$ cat src/rtl/examp2_operand_pair_loader_if.sv
// Stream-in / pair-out bundle for the operand pair loader.
// The slave modport is the loader's view; the master modport is the producer/consumer side.
interface examp2_operand_pair_loader_if #(
  parameter int DATA_WIDTH  = 8,
  parameter int COUNT_WIDTH = 16
);
  logic [DATA_WIDTH-1:0]  data_in;
  logic                   data_in_valid;
  logic                   data_in_ready;
  logic [DATA_WIDTH-1:0]  first_data_out;
  logic [DATA_WIDTH-1:0]  second_data_out;
  logic                   pair_valid;
  logic                   pair_ready;
  logic [COUNT_WIDTH-1:0] pair_count;

  modport slave (
    input  data_in, data_in_valid, pair_ready,
    output data_in_ready, first_data_out, second_data_out, pair_valid, pair_count
  );

  modport master (
    output data_in, data_in_valid, pair_ready,
    input  data_in_ready, first_data_out, second_data_out, pair_valid, pair_count
  );
endinterface

$ cat src/rtl/examp2_operand_pair_loader.sv
// Pairs consecutive stream beats into registered first/second operands held until accepted.
// Optional hand-off counter is built only when PAIR_COUNT_EN is defined.
module examp2_operand_pair_loader #(
  parameter int DATA_WIDTH  = 8,
  parameter int COUNT_WIDTH = 16
) (
  input  logic                        system_clock,
  input  logic                        system_rst_n,
  input  logic                        flush,
  examp2_operand_pair_loader_if.slave bus,
  output logic [1:0]                  state_dbg
);

  typedef enum logic [1:0] {
    S_FIRST  = 2'b00,
    S_SECOND = 2'b01,
    S_HOLD   = 2'b10
  } state_e;

  state_e                state_q, state_d;
  logic [DATA_WIDTH-1:0] first_q, first_d;
  logic [DATA_WIDTH-1:0] second_q, second_d;
  logic                  pair_valid_q, pair_valid_d;
  logic                  ready;
  logic                  beat_xfer;
  logic                  hand_off;

  // Handshakes: a beat moves when data_in_valid && data_in_ready on a rising edge;
  // a pair moves when pair_valid && pair_ready. Ready never looks at valid.
  assign ready     = ((state_q == S_FIRST) || (state_q == S_SECOND)) && !flush;
  assign beat_xfer = bus.data_in_valid && ready;
  assign hand_off  = pair_valid_q && bus.pair_ready;

  always_comb begin
    state_d      = state_q;
    first_d      = first_q;
    second_d     = second_q;
    pair_valid_d = pair_valid_q;
    if (flush) begin
      state_d      = S_FIRST;
      first_d      = '0;
      second_d     = '0;
      pair_valid_d = 1'b0;
    end else begin
      case (state_q)
        S_FIRST: begin
          if (beat_xfer) begin
            first_d = bus.data_in;
            state_d = S_SECOND;
          end
        end
        S_SECOND: begin
          if (beat_xfer) begin
            second_d     = bus.data_in;
            state_d      = S_HOLD;
            pair_valid_d = 1'b1;
          end
        end
        S_HOLD: begin
          if (hand_off) begin
            state_d      = S_FIRST;
            pair_valid_d = 1'b0;
          end
        end
        default: begin
          state_d      = S_FIRST;
          pair_valid_d = 1'b0;
        end
      endcase
    end
  end

  always_ff @(posedge system_clock or negedge system_rst_n) begin
    if (!system_rst_n) begin
      state_q      <= S_FIRST;
      first_q      <= '0;
      second_q     <= '0;
      pair_valid_q <= 1'b0;
    end else begin
      state_q      <= state_d;
      first_q      <= first_d;
      second_q     <= second_d;
      pair_valid_q <= pair_valid_d;
    end
  end

`ifdef PAIR_COUNT_EN
  logic [COUNT_WIDTH-1:0] count_q, count_d;

  // A flushed hand-off never counts; flush leaves the running total alone.
  always_comb begin
    count_d = count_q;
    if (hand_off && !flush) begin
      count_d = count_q + 1'b1;
    end
  end

  always_ff @(posedge system_clock or negedge system_rst_n) begin
    if (!system_rst_n) begin
      count_q <= '0;
    end else begin
      count_q <= count_d;
    end
  end

  assign bus.pair_count = count_q;
`else
  assign bus.pair_count = {COUNT_WIDTH{1'b0}};
`endif

  assign bus.data_in_ready   = ready;
  assign bus.first_data_out  = first_q;
  assign bus.second_data_out = second_q;
  assign bus.pair_valid      = pair_valid_q;
  assign state_dbg           = state_q;

endmodule

$ cat src/flat_wrapper.sv
// flat-port wrapper written by rule: the top's interface ports become plain ports
module examp2_operand_pair_loader_flat 
#(
  parameter int DATA_WIDTH  = 8,
  parameter int COUNT_WIDTH = 16
)
  (system_clock, system_rst_n, flush, state_dbg, bus_data_in, bus_data_in_valid, bus_pair_ready, bus_data_in_ready, bus_first_data_out, bus_second_data_out, bus_pair_valid, bus_pair_count);
  examp2_operand_pair_loader_if #(.DATA_WIDTH(DATA_WIDTH), .COUNT_WIDTH(COUNT_WIDTH)) bus_i ();
  input  logic system_clock;
  input  logic system_rst_n;
  input  logic flush;
  output logic [1:0] state_dbg;
  input wire logic [$bits(bus_i.data_in)-1:0] bus_data_in;
  input wire logic [$bits(bus_i.data_in_valid)-1:0] bus_data_in_valid;
  input wire logic [$bits(bus_i.pair_ready)-1:0] bus_pair_ready;
  output wire logic [$bits(bus_i.data_in_ready)-1:0] bus_data_in_ready;
  output wire logic [$bits(bus_i.first_data_out)-1:0] bus_first_data_out;
  output wire logic [$bits(bus_i.second_data_out)-1:0] bus_second_data_out;
  output wire logic [$bits(bus_i.pair_valid)-1:0] bus_pair_valid;
  output wire logic [$bits(bus_i.pair_count)-1:0] bus_pair_count;
  assign bus_i.data_in = bus_data_in;
  assign bus_i.data_in_valid = bus_data_in_valid;
  assign bus_i.pair_ready = bus_pair_ready;
  assign bus_data_in_ready = bus_i.data_in_ready;
  assign bus_first_data_out = bus_i.first_data_out;
  assign bus_second_data_out = bus_i.second_data_out;
  assign bus_pair_valid = bus_i.pair_valid;
  assign bus_pair_count = bus_i.pair_count;
  examp2_operand_pair_loader #(.DATA_WIDTH(DATA_WIDTH), .COUNT_WIDTH(COUNT_WIDTH)) u_core (.system_clock(system_clock), .system_rst_n(system_rst_n), .flush(flush), .bus(bus_i), .state_dbg(state_dbg));
endmodule
$ cat config.mk
export PLATFORM = sky130hd
export DESIGN_NAME = examp2_operand_pair_loader_flat
export DESIGN_NICKNAME = d
export VERILOG_FILES = /design/src/rtl/examp2_operand_pair_loader_if.sv /design/src/rtl/examp2_operand_pair_loader.sv /design/src/flat_wrapper.sv
export SDC_FILE = /design/constraint.sdc
export NUM_CORES = 1
export LEC_CHECK = 0
export CAP_MARGIN = 20
export CORE_MARGIN = 1.5
export CORE_UTILIZATION = 34
export CTS_CLUSTER_SIZE = 12
export DETAILED_ROUTE_END_ITERATION = 8
export PLACE_DENSITY = 0.74
export SYNTH_ARGS = -nofsm -noshare
export SYNTH_HDL_FRONTEND = slang
export SYNTH_SLANG_ARGS = --single-unit
$ cat constraint.sdc
create_clock -name system_clock -period 1.1 [get_ports system_clock]
set_input_delay 0.165 -clock system_clock [delete_from_list [all_inputs] [get_ports system_clock]]
set_output_delay 0.165 -clock system_clock [all_outputs]
set_load 0.01 [all_outputs]
==> results.md, run 1 <==
* Seq pwr share at 0.503
* CP top delay family: flip-flops
* Critical-path cell list: buf_6 -> buf_4 -> nor3b_2 -> buf_4 -> nand2_1 -> a21oi_1
* Post-synthesis sequential area ratio at 0.517
* Hold slack at 0.186 ns
* Setup Skew at 0.00220 ns
* First drt pass iteration count at 4
* Reg clk slew, reported paths at roughly 0.11 ns
* Setup_tns at -3.15 ns
* Met2 Use GR at 0.270
* Sw Pwr at roughly 0.45 mW
* Avg WL per Cell at roughly 13 um
* # nets final at 166
* Pint at around 1.1 mW
* All-Layer GR Usage at 0.159
* DRT Wirelength at 2.29 mm
* # port buffers at 32
* Largest net degree at the start of global routing at 20
* CTS tree: done
* Violated checks: negative setup slack
* Die width at between 50 and 60 um
* Seq. cell area at roughly 480 sq um
* Leak Pwr at between 0.6 and 0.7 nW
* Setup WS post-layout at -0.212 ns
* Fillers at ~230
* Async set or reset register ratio after synthesis at 1.00
* Vias in the first global route at just over 700
* Multi-input logic area at roughly 390 sq um
* Mapped Area at just over 900 sq um
* Final setup violating endpoints at 20
* Critical path arrival at roughly 1.5 ns
* Top_reg_cell synth: dfrtp_1
* Clock power share at 0.226
* Latest clock arrival within the worst-skew pair at roughly 0.29 ns
* FMAX at approximately 760 MHz
* Synth area leader: dfrtp_1
* Syn Inst Count at roughly 100
* Run status: finished, violations left
* Routed vias/inst at ~4.5
* Synth cell count leaders: 33 x nand2_1, 19 x dfrtp_1, 18 x a21oi_1
* Initial DRC Count at 16
* Synth area leaders: dfrtp_1 52%, nand2_1 13%, buf_4 13%
* Worst VDD drop at approximately 0.82 mV
* Grt met3 use at 0.0269
* Setup Crit Path Kind: flop to flop
* Yosys warns at 0
* Crit share post-route at 1.19
* Worst hold path class: primary input to async pin
* Clock Path Buffers at 2
* Die area at slightly above 3000 sq um
* Initial antenna violation count at 0
* Logic pwr share at 0.271
* Final hold violations at 0
* RSZ-0062 raised after global routing: true
* Worst path slowest cell: dfrtp_2
* Critical Path End Type: flop
* H-Tree Depth at 1
* Detailed-route via count at roughly 830
* CTS Sinks at 19
* CP Data Required Time at about 1.3 ns
* Starting density of the core at 0.365
* GP Congestion at around 0.68
* ANT cells at 0
* Max_cap viols at 0
* Syn avg cell area at 9.02 sq um
* Min Clock Period, post-route at approximately 1.3 ns
* Post-synth EDFFs at 0
* DRT antenna net count at 0
* Most frequent cell after synthesis: nand2_1
* Most Crowded Layer GR: met2
* Switching part of the total at 0.295
* Top-level I/O count at between 40 and 50
* Max stage delay on crit path at 0.44 ns
* CTS Buf Count at 3
* Core ar. at roughly 2500 sq um
* Share of cells above drive strength 1 at 0.395
* CP startpoint kind: flop
* Crit-path most repeated cell: buf_4
* First-pass GRT wire length at around 3.3 mm
* Synth top area share at 0.517
* Root Driver: clkbuf_4
* HPWL after DPL at 1.52 mm
* Register bit total from synthesis at 19
* Pwr Total at approximately 1.5 mW
* Worst-path fanout max at 8
* Grt met1 use at 0.180
* Max-slew violation count at 0
* Hold buffers post-CTS at 0
* Die Height at between 50 and 60 um
* Area Growth Syn to Fin at 44.2%
* Crit path buf inv count at 3
* Power density cells at about 1200 nW/um^2
* Yosys cell types at 16
* DRC Markers at 0
* Total grt overflow at 0
* Std-Cell Rows at 18
* Final core utilization at 0.526
-- layer usage --
| metal | part of all wire | routed length (um) |
|---|---|---|
| met2 | 0.50 | 1150 |
| met3 | 0.094 | 215 |
| met4 | 0.013 | 29 |
| met1 | 0.39 | 894 |
| met5 | 0 | 0 |
-- logic make-up after synthesis --
family / Yosys count / share of synthesized area
xor+xnor: 1 / 0.00953
compound gates: 19 / 0.103
simple gates: 41 / 0.197
buf+inv: 21 / 0.169
other cells: 1 / 0.00408
flops: 19 / 0.517
-- cell usage in the layout (no fill, tap or decap) --
cell type	n
nor2_1	2
buf_4	14
and3b_2	1
clkbuf_2	10
or3b_4	1
nor3_1	1
o21ai_0	1
nand2_2	7
clkinv_2	1
buf_2	9
nor3b_2	1
a21oi_2	5
xnor2_1	1
clkdlybuf4s50_1	12
dfrtp_2	1
clkbuf_4	3
a21oi_1	13
nand3b_1	2
dfrtp_1	18
nand2_1	26
buf_6	7
conb_1	16
-- power groups by stage --
stage	combinational [mW]	sequential, mW	clock, mW
finish	0.416	0.771	0.346
global route	0.453	0.778	0.395
CTS	0.424	0.769	0.358
detailed placement	0.378	0.784	0
global placement	0.371	0.781	0
floorplan	0.198	0.805	0
-- sequential cells by signal (all words and copies together), names as in the netlist --
name	count
u_core.bus.first_data_out	8
u_core.bus.pair_valid	1
u_core.bus.second_data_out	8
u_core.state_dbg	2
-- final timing paths --
kind | startpoint | end | slack, ns | depth (start not counted)
max | u_core.state_dbg[1]$_DFFE_PN0P_ | u_core.bus.first_data_out[5]$_DFFE_PN0P_ | -0.21 | 6
min | system_rst_n | u_core.bus.first_data_out[3]$_DFFE_PN0P_ | 0.19 | 2
max reg2reg | u_core.state_dbg[1]$_DFFE_PN0P_ | u_core.bus.first_data_out[5]$_DFFE_PN0P_ | -0.21 | 6
min reg2reg | u_core.bus.second_data_out[1]$_DFFE_PN0P_ | u_core.bus.second_data_out[1]$_DFFE_PN0P_ | 0.53 | 2
max in group asynchronous | system_rst_n | u_core.state_dbg[1]$_DFFE_PN0P_ | 0.69 | 2
min in group system_clock | bus_data_in[0] | u_core.bus.first_data_out[0]$_DFFE_PN0P_ | 0.46 | 3
-- stage by stage --
step / instance area, sq um / instances / worst slack, ns
after global placement: 1260 / 168 / -0.339
final: 1330 / 182 / -0.212
after global routing: 1330 / 182 / -0.294
after floorplan: 986 / 117 / -0.170
after detailed placement: 1260 / 168 / -0.340
after CTS: 1380 / 179 / -0.203
-- final cells by class --
type,instances,share of cell area
Tap cell,30,0.0283
Timing Repair Buffer,52,0.301
Clock buffer,3,0.0170
Sequential cell,19,0.359
Clock inverter,1,0.00377
Multi-Input combinational cell,77,0.291
-- what timing repair did --
action / CTS / global route
setup buffers: 6 / 4
pin swaps: 19 / 5
gates resized for setup: 75 / 18
gates cloned: 1 / 0
endpoints found under the setup margin: 38 / 36
No activity file was read; power rests on OpenSTA's default activity.
==> run 2: changes to the inputs <==
--- a/config.mk
+++ b/config.mk
@@ -10,6 +10,7 @@
 export CORE_UTILIZATION = 34
 export CTS_CLUSTER_SIZE = 12
 export DETAILED_ROUTE_END_ITERATION = 8
+export GPL_ROUTABILITY_DRIVEN = 0
 export PLACE_DENSITY = 0.74
 export SYNTH_ARGS = -nofsm -noshare
 export SYNTH_HDL_FRONTEND = slang
==> results of run 2 <==
The final DEF is identical to that of run 1; final timing and power are the same.
==> run 3: changes to the inputs <==
--- a/config.mk
+++ b/config.mk
@@ -8,6 +8,7 @@
 export CAP_MARGIN = 20
 export CORE_MARGIN = 1.5
 export CORE_UTILIZATION = 34
+export CTS_CLUSTER_DIAMETER = 150
 export CTS_CLUSTER_SIZE = 12
 export DETAILED_ROUTE_END_ITERATION = 8
 export GPL_ROUTABILITY_DRIVEN = 0
@@ -15,3 +16,4 @@
 export SYNTH_ARGS = -nofsm -noshare
 export SYNTH_HDL_FRONTEND = slang
 export SYNTH_SLANG_ARGS = --single-unit
+export TNS_END_PERCENT = 30
==> run 3 against run 2 <==
  * The run still ends with negative setup slack left
  * Fmax grew 3.6%
  * Register-to-register slack better by 0.05 ns
  * Utilization is 2.1 points lower
  * Clock power is 6.4% higher
  * Clock skew increased by 0.0013 ns
  * Critical path type unchanged
  * Highest routed layer unchanged
==> results.md, run 3 (synthesized netlist as in run 1, its figures left out) <==
* Top-level I/O count at 49 (unchanged)
* Setup_tns at -2.57 ns (+0.577 ns)
* Initial DRC Count at 10 (-6)
* FMAX at 789 MHz (+3.6%)
* Largest net degree at the start of global routing at 20 (unchanged)
* Power density cells at 1200 nW/um^2 (+3.6%)
* Final hold violations at 0 (unchanged)
* Die area at 3030 sq um (unchanged)
* DRT Wirelength at 2.30 mm (+0.44%)
* Final setup violating endpoints at 20 (unchanged)
* Hold slack at 0.190 ns (+0.00368 ns)
* Std-Cell Rows at 18 (unchanged)
* Dpl cell area at 1250 sq um (-0.30%)
* Area Growth Syn to Fin at 38.5%
* Share of cells above drive strength 1 at 0.347 (-0.0478)
* Max_cap viols at 0 (unchanged)
* Crit share post-route at 1.15 (-0.0409)
* All-Layer GR Usage at 0.149 (-0.00998)
* Max-slew violation count at 0 (unchanged)
* Latest clock arrival within the worst-skew pair at 0.31 ns (+0.02 ns)
* Core ar. at 2520 sq um (unchanged)
* CTS Sinks at 19 (unchanged)
* Initial antenna violation count at 0 (unchanged)
* Die Height at 55.0 um (unchanged)
* Worst hold path class: primary input to async pin
* Die width at 55.0 um (unchanged)
* ANT cells at 0 (unchanged)
* Run status: finished, violations left
* Leak Pwr at 0.644 nW (-3.2%)
* DRC Markers at 0 (unchanged)
* First-pass GRT wire length at 3.13 mm (-6.2%)
* Worst VDD drop at 0.736 mV (-10%)
* Most frequent cells in the layout: 28 x nand2_1, 19 x dfrtp_1, 18 x buf_2
* Hold buffers post-CTS at 0 (unchanged)
* RSZ-0062 raised after global routing: true
* H-Tree Depth at 1 (unchanged)
* CTS Buf Count at 3 (unchanged)
* Min Clock Period, post-route at 1.27 ns (-0.0450 ns)
* CTS tree: done
* Pre-CTS setup slack at -0.339 ns (+0.00128 ns)
* Violated checks: negative setup slack
* First drt pass iteration count at 4 (unchanged)
* CP startpoint kind: flop
* Critical Path End Type: flop
* Detailed-route via count at 798 (-3.4%)
* Worst-path fanout max at 8 (unchanged)
* Vias in the first global route at 724 (+2.5%)
* Avg WL per Cell at 13.0 um (+3.3%)
* CP Data Required Time at 1.30 ns (-0.02 ns)
* Clock Path Buffers at 2 (unchanged)
* Starting density of the core at 0.365 (unchanged)
* Total grt overflow at 0 (unchanged)
* Leading cell type in the layout, fill and taps excluded: nand2_1
* Root Driver: clkbuf_4
* Layout Cell Area excl Fill at 1270 sq um (-4.0%)
* # port buffers at 32 (unchanged)
* Routed vias/inst at 4.51 (-0.66%)
* Setup WS post-layout at -0.167 ns (+0.0450 ns)
* # nets final at 161 (-3.0%)
* Reg clk slew, reported paths at 0.11 ns (about the same)
* Setup Crit Path Kind: flop to flop
* Setup Skew at 0.00347 ns (+0.00127 ns)
* HPWL after DPL at 1.56 mm (+2.4%)
* Critical path arrival at 1.47 ns (-0.06 ns)
* DRT antenna net count at 0 (unchanged)
run 3: layer usage:
layer,GRT usage,part of all wire,vias up
li1,-,-,386
met1,0.161,0.40,373
met2,0.272,0.51,35
met3,0.0242,0.072,4
met4,0.0854,0.020,0
met5,0,0,-
run 3: path summary, 6_finish.rpt:
kind | from | end | slack [ns] | depth (start not counted)
max in group asynchronous | system_rst_n | u_core.bus.second_data_out[3]$_DFFE_PN0P_ | 0.71 | 2
worst max register to register | u_core.state_dbg[1]$_DFFE_PN0P_ | u_core.bus.first_data_out[5]$_DFFE_PN0P_ | -0.17 | 4
worst min-delay path | system_rst_n | u_core.state_dbg[0]$_DFFE_PN0P_ | 0.19 | 2
min in group system_clock | bus_data_in[1] | u_core.bus.second_data_out[1]$_DFFE_PN0P_ | 0.45 | 3
worst min register to register | u_core.bus.second_data_out[0]$_DFFE_PN0P_ | u_core.bus.second_data_out[0]$_DFFE_PN0P_ | 0.53 | 2
worst max-delay path | u_core.state_dbg[1]$_DFFE_PN0P_ | u_core.bus.first_data_out[5]$_DFFE_PN0P_ | -0.17 | 4
run 3: final cells by class:
class / instances / area, sq um
clock inverters: 1 / 5.00
fillers: 249 / 1250
well taps: 30 / 37.5
flip-flops and latches: 19 / 475
repair buffers: 47 / 354
clock buffers: 3 / 22.5
multi-input cells: 77 / 379
run 3: metrics by stage:
| step | total power, mW | cells | util |
|---|---|---|---|
| after floorplan | 0.997 | 117 | - |
| after global placement | 1.15 | 168 | 0.497 |
| after detailed placement | 1.16 | 168 | 0.497 |
| after CTS | 1.53 | 177 | 0.518 |
| after global routing | 1.60 | 177 | 0.505 |
| final | 1.53 | 177 | 0.505 |
run 3: report_power, final:
group / total (mW) / switching (mW) / internal [mW]
Sequential: 0.767 / 0.0255 / 0.742
Clock: 0.368 / 0.232 / 0.136
Combinational: 0.390 / 0.207 / 0.183
run 3: timing repair:
item	4_1_cts	5_1_grt
pin swaps	9	1
endpoints found under the setup margin	38	30
buffers inserted	5	0
resized for setup	79	16
run 3: critical path: stages, from the launching register on:
cell	delay (ns)
dfrtp_1	0.43
buf_6	0.13
or3b_4	0.41
nand2_1	0.12
a21oi_2	0.06
